<file path="config.mk">
export PLATFORM = sky130hd
export DESIGN_NAME = regfile_sb
export DESIGN_NICKNAME = d
export VERILOG_FILES = /design/src/rtl/regfile_pkg.sv /design/src/rtl/regfile_word.sv /design/src/rtl/regfile_sb.sv
export SDC_FILE = /design/constraint.sdc
export NUM_CORES = 1
export LEC_CHECK = 0
export ABC_AREA = 1
export CAP_MARGIN = 25
export CELL_PAD_IN_SITES_DETAIL_PLACEMENT = 0
export CELL_PAD_IN_SITES_GLOBAL_PLACEMENT = 1
export CORE_MARGIN = 1
export CORE_UTILIZATION = 43
export DETAILED_ROUTE_END_ITERATION = 7
export PLACE_DENSITY_LB_ADDON = 0.1
export RECOVER_POWER = 50
export SLEW_MARGIN = 40
export SYNTH_ARGS = -nofsm -noshare
export SYNTH_HDL_FRONTEND = slang
export SYNTH_SLANG_ARGS = --single-unit
</file>
<file path="constraint.sdc">
create_clock -name clk -period 1.93 [get_ports clk]
set_input_delay 0.386 -clock clk [delete_from_list [all_inputs] [get_ports clk]]
set_output_delay 0.386 -clock clk [all_outputs]
set_load 0.005 [all_outputs]
</file>
<file path="src/rtl/regfile_pkg.sv">
// Shared defaults and sizing helpers for the scoreboarded register file.
package regfile_pkg;

  localparam int unsigned DEF_WIDTH = 16;
  localparam int unsigned DEF_NREGS = 8;

  // One pending bit per architectural register.
  function automatic int unsigned pend_w(input int unsigned nregs);
    return nregs;
  endfunction

endpackage

</file>
<file path="src/rtl/regfile_word.sv">
// Single register word with async active-low clear and load enable.
//   clk   : rising-edge clock
//   rst_b : async active-low reset, clears q
//   ld    : load d into q on the next rising edge
//   d     : load value
//   q     : stored value
module regfile_word #(
  parameter int unsigned WIDTH = 16
) (
  input  logic             clk,
  input  logic             rst_b,
  input  logic             ld,
  input  logic [WIDTH-1:0] d,
  output logic [WIDTH-1:0] q
);

  always_ff @(posedge clk or negedge rst_b) begin
    if (!rst_b) begin
      q <= '0;
    end else if (ld) begin
      q <= d;
    end
  end

endmodule

</file>
<file path="src/rtl/regfile_sb.sv">
// Register file with write-through bypass and a one-bit-per-register
// pending scoreboard for operand hazard detection.
//   clk, rst_b           : clock, async active-low reset
//   wr_en/addr/data      : write-back port (clears pending)
//   iss_en/addr          : issue port (sets pending on destination)
//   flush                : clears every pending bit
//   rda_*/rdb_*          : two combinational read ports with busy flags
//   stall                : either read operand is busy
module regfile_sb
  import regfile_pkg::*;
#(
  parameter int unsigned WIDTH = DEF_WIDTH,
  parameter int unsigned NREGS = DEF_NREGS,
  parameter int unsigned AW    = $clog2(NREGS)
) (
  input  logic             clk,
  input  logic             rst_b,
  input  logic             wr_en,
  input  logic [AW-1:0]    wr_addr,
  input  logic [WIDTH-1:0] wr_data,
  input  logic             iss_en,
  input  logic [AW-1:0]    iss_addr,
  input  logic             flush,
  input  logic [AW-1:0]    rda_addr,
  input  logic [AW-1:0]    rdb_addr,
  output logic [WIDTH-1:0] rda_data,
  output logic [WIDTH-1:0] rdb_data,
  output logic             rda_busy,
  output logic             rdb_busy,
  output logic             stall
);

  localparam int unsigned PW = pend_w(NREGS);

  logic [WIDTH-1:0] words [NREGS];
  logic [NREGS-1:0] wr_sel;
  logic [NREGS-1:0] iss_sel;
  logic [PW-1:0]    pending;
  logic [PW-1:0]    pending_nxt;

  logic [AW-1:0]    rd_addr [2];
  logic [WIDTH-1:0] rd_data [2];
  logic             rd_busy [2];

  // Address decode; indices at or above NREGS match no word and are dropped.
  always_comb begin
    wr_sel  = '0;
    iss_sel = '0;
    for (int unsigned i = 0; i < NREGS; i++) begin
      if (wr_en && (wr_addr == AW'(i))) wr_sel[i] = 1'b1;
      if (iss_en && (iss_addr == AW'(i))) iss_sel[i] = 1'b1;
    end
  end

  // Storage words.
  for (genvar g = 0; g < NREGS; g++) begin : g_word
    regfile_word #(.WIDTH(WIDTH)) u_word (
      .clk   (clk),
      .rst_b (rst_b),
      .ld    (wr_sel[g]),
      .d     (wr_data),
      .q     (words[g])
    );
  end

  // Scoreboard next state: flush dominates; issue set applied after
  // write-back clear so a same-cycle re-issue keeps the register pending.
  always_comb begin
    pending_nxt = pending;
    if (flush) begin
      pending_nxt = '0;
    end else begin
      for (int unsigned i = 0; i < NREGS; i++) begin
        if (wr_sel[i])  pending_nxt[i] = 1'b0;
        if (iss_sel[i]) pending_nxt[i] = 1'b1;
      end
    end
  end

  // Scoreboard state.
  always_ff @(posedge clk or negedge rst_b) begin
    if (!rst_b) begin
      pending <= '0;
    end else begin
      pending <= pending_nxt;
    end
  end

  assign rd_addr[0] = rda_addr;
  assign rd_addr[1] = rdb_addr;

  // Read ports: a same-cycle write-back supplies the data and resolves busy.
  always_comb begin
    rd_data = '{default: '0};
    rd_busy = '{default: 1'b0};
    for (int unsigned p = 0; p < 2; p++) begin
      for (int unsigned i = 0; i < NREGS; i++) begin
        if (rd_addr[p] == AW'(i)) begin
          if (wr_sel[i]) begin
            rd_data[p] = wr_data;
            rd_busy[p] = 1'b0;
          end else begin
            rd_data[p] = words[i];
            rd_busy[p] = pending[i];
          end
        end
      end
    end
  end

  assign rda_data = rd_data[0];
  assign rdb_data = rd_data[1];
  assign rda_busy = rd_busy[0];
  assign rdb_busy = rd_busy[1];
  assign stall    = rd_busy[0] | rd_busy[1];

endmodule

</file>
==> results by group <==
Power
  • Net Switching: between 3 and 4 mW
  • Clk pwr share: approximately 33%
  • IR drop worst, VDD: between 0.7 and 0.8 mV
  • Register share of total power: a little over a third
  • LEAKAGE: 5.70 nW
  • Sw Share: roughly 33%
  • Internal: about 6.4 mW
  • Logic gate share of total power: between 30% and 40%
  • Power per standard cell area: approximately 770 mW/mm²
  • Pwr Total: ~9.7 mW

Synthesis
  • Mux cell area share after synthesis: 0%
  • Top cells by area, synth: dfrtp_1 (43%), nand2_1 (14%), nand3_1 (12%)
  • Largest area contributor in the netlist: dfrtp_1
  • Synth Area in Compound Gates: ~4.9%
  • Post-Syn Nets: roughly 1100
  • Syn. warnings: 0
  • Synth Area in Simple Gates: about 42%
  • Mapped Cells: between 1000 and 1500
  • Number of flops mapped to enable cells by yosys: 0
  • Synth Register Bits: around 140
  • Adder-cell share of the synthesized area: 0%
  • Largest family of logic cells by synthesized area: simple AND/OR/NAND/NOR gates
  • Yosys cell types: 26
  • Post-synth top area share: a little over two fifths
  • Post-synth ARST share: between 90% and 100%
  • Synth Flop Type: dfrtp_1
  • Syn_area_per_cell: 7.15 µm²
  • Post-synthesis sequential area ratio: around 43%
  • Cell Area, Synth: around 0.0078 mm²
  • Synth Area in XOR/XNOR: 0%

Placed design
  • Placement Cell Area: slightly below 0.01 mm²
  • Final GP Congestion: between 0.8 and 0.9
  • IO buf count: between 60 and 70
  • Dpl cells: ~1500
  • DPL Wire Length: between 15000 and 20000 µm

Timing
  • Period utilization: 121%
  • Slew @ Worst Pin: 1400 ps
  • Max Clk Rate: about 430 MHz
  • Fin. Hold Viols: 0
  • Slew margin rel.: ~6.7%
  • Fin worst setup slack: -413 ps
  • WHS: roughly 310 ps
  • Clock Skews: 0 ps
  • Min Tclk post-route: about 2300 ps
  • Max Slew Vio Count: 0
  • RSZ-0062 raised after global routing: true
  • Count of final setup violators: 35

Drt
  • Vias per inst: 5.46
  • WL final: about 31000 µm
  • Initial drt markers: 772
  • # DRC: 0
  • TritonRoute pass-1 iters: 5
  • Routed vias: about 8600
  • Routed Antenna Nets: 0
  • Wirelength per Cell: a little under 20 µm

Global route
  • First-pass GRT wire length: 46700 µm
  • GRT Total Usage: between 30% and 40%
  • Pin count of the biggest net entering global routing: 47
  • Initial antenna violation count: 0
  • GRT overflow: 0
  • Vias in the first global route: between 8000 and 9000

Die
  • Die height: 137 µm
  • I/O pin count: 68
  • Die outline width: 137 µm
  • Num rows: 49
  • Core area: approximately 0.018 mm²
  • Initial core utilization: a little over two fifths
  • DIE AREA: 0.0188 mm²

Clock network
  • Num CTS Buffers: 17
  • CTS Buffer Depth: 2
  • H-tree levels: 4
  • Clk pin slew, worst setup/hold paths: ~60 ps
  • Root buf cell: clkbuf_16
  • CTS tree: done
  • Worst-skew pair later-pin latency: about 420 ps
  • Clock sinks: ~140

Finish
  • Commonest cells after routing, fill and taps aside: nand2_1 (238), dfrtp_1 (136), inv_1 (117)
  • Design area: around 0.012 mm²
  • Final nets: between 1000 and 1500
  • Final Non-Filler Cells: 1568
  • Commonest non-fill, non-tap cell in the layout: nand2_1
  • Layout cell share with drive strength beyond 1: between 30% and 40%
  • N_diodes: 0
  • Final core utilization: slightly below 70%
  • Area growth from synthesis to layout: 58.8%

Status
  • Failing checks: setup timing
  • Outcome: complete, but fails checks

Setup path
  • Critical Path Fanout Max: 6
  • R2r setup slk: a little over 1000 ps
  • Critical Path AT: a little under 2000 ps
  • Critical path launch point: wr_addr[2]
  • Startpoint class of the critical path: input port
  • CP endpoint kind: primary output
  • Reg2reg end: g_word[4].u_word.q[5]$_DFF_PN0_
  • Setup crit end: rdb_data[13]
  • CP required: about 1500 ps
  • Crit path kind: input port to primary output
  • R2R Path Start: g_word[4].u_word.q[5]$_DFF_PN0_
  • Worst r2r path cells: 6

Worst hold path
  • Hold WC Path Type: input port to flop
  • Hold_sp: wr_data[10]

Run
  • Max-Cap Viols: 0
## power groups by stage
stage | Sequential [mW] | Combinational [mW] | Clock (mW)
finish | 3.49 | 2.96 | 3.21
global route | 3.54 | 3.23 | 3.38
CTS | 3.48 | 2.73 | 3.24
detailed placement | 3.53 | 2.38 | 0
global placement | 3.51 | 2.36 | 0
floorplan | 3.50 | 1.27 | 0
## worst min-delay path by stage
stage                                  endpoint  slack (ps)  cells after the start
2_1_floorplan   g_word[0].u_word.q[0]$_DFF_PN0_          90                      0
3_3_place_gp               pending[0]$_DFF_PN0_         370                      1
3_5_place_dp               pending[0]$_DFF_PN0_         370                      1
4_1_cts         g_word[4].u_word.q[6]$_DFF_PN0_         430                      3
5_1_grt        g_word[4].u_word.q[10]$_DFF_PN0_         340                      3
6_report       g_word[4].u_word.q[10]$_DFF_PN0_         310                      3
## layout make-up
type,instances,area [µm²]
clock inverter,14,139
sequential,136,3400
timing repair buffer,253,2730
fill,1420,5440
tap,229,287
clock buffer,18,429
inverter,147,572
multi-input combinational,771,4900
## synthesized netlist by cell type (7+ instances only)
| library cell | number |
|---|---|
| and2_1 | 62 |
| a21oi_1 | 7 |
| nand3_1 | 187 |
| nand2_1 | 286 |
| dfrtp_1 | 136 |
| o21ai_0 | 16 |
| nor2_1 | 77 |
| nand4_1 | 62 |
| buf_2 | 19 |
| clkbuf_1 | 13 |
| buf_4 | 7 |
| o21ai_1 | 44 |
| inv_1 | 141 |
## sequential cells by signal, summed over array words and instances, names as in the netlist
signal and flops:
g_word.u_word.q 128, pending 8
## layer usage
layer  routed length [µm]  global-route usage [%]  vias to the layer above
li1                     -                       -                     4009
met4                 1020                    12.2                        0
met3                 2280                    6.85                       79
met1                13500                    47.7                     4116
met2                14200                    51.8                      365
met5                    0                       0                        -
## cells by family after synthesis
family                 count (synthesis)
DFF                                  136
and+or+nand+nor                      697
buffers and inverters                191
AOI/OAI and AO/OA                     73
## worst max-delay path: stages
cell and delay [ps]:
buf_8 100, nor2_4 150, buf_12 130, buf_12 150
buf_16 150, nand3_2 110, nand3_1 100, nand4_1 210
nor2_2 170, nand4_1 140, buf_2 160
## per-stage QoR
step | setup TNS (ps) | worst slack (ps)
2_1_floorplan | 0 | 121
3_3_place_gp | -41320 | -1130
3_5_place_dp | -43090 | -1160
4_1_cts | -10190 | -354
5_1_grt | -12750 | -442
6_report | -10790 | -413
## timing repair
| item | CTS | global route |
|---|---|---|
| resized for setup | 455 | 112 |
| pin swaps | 140 | 109 |
| hold buffers | 1 | 0 |
| gates cloned | 12 | 2 |
| endpoints found under the setup margin | 35 | 35 |
| endpoints found under the hold margin | 43 | 0 |
| buffers inserted | 27 | 7 |
(Power assumes the default switching activity.)
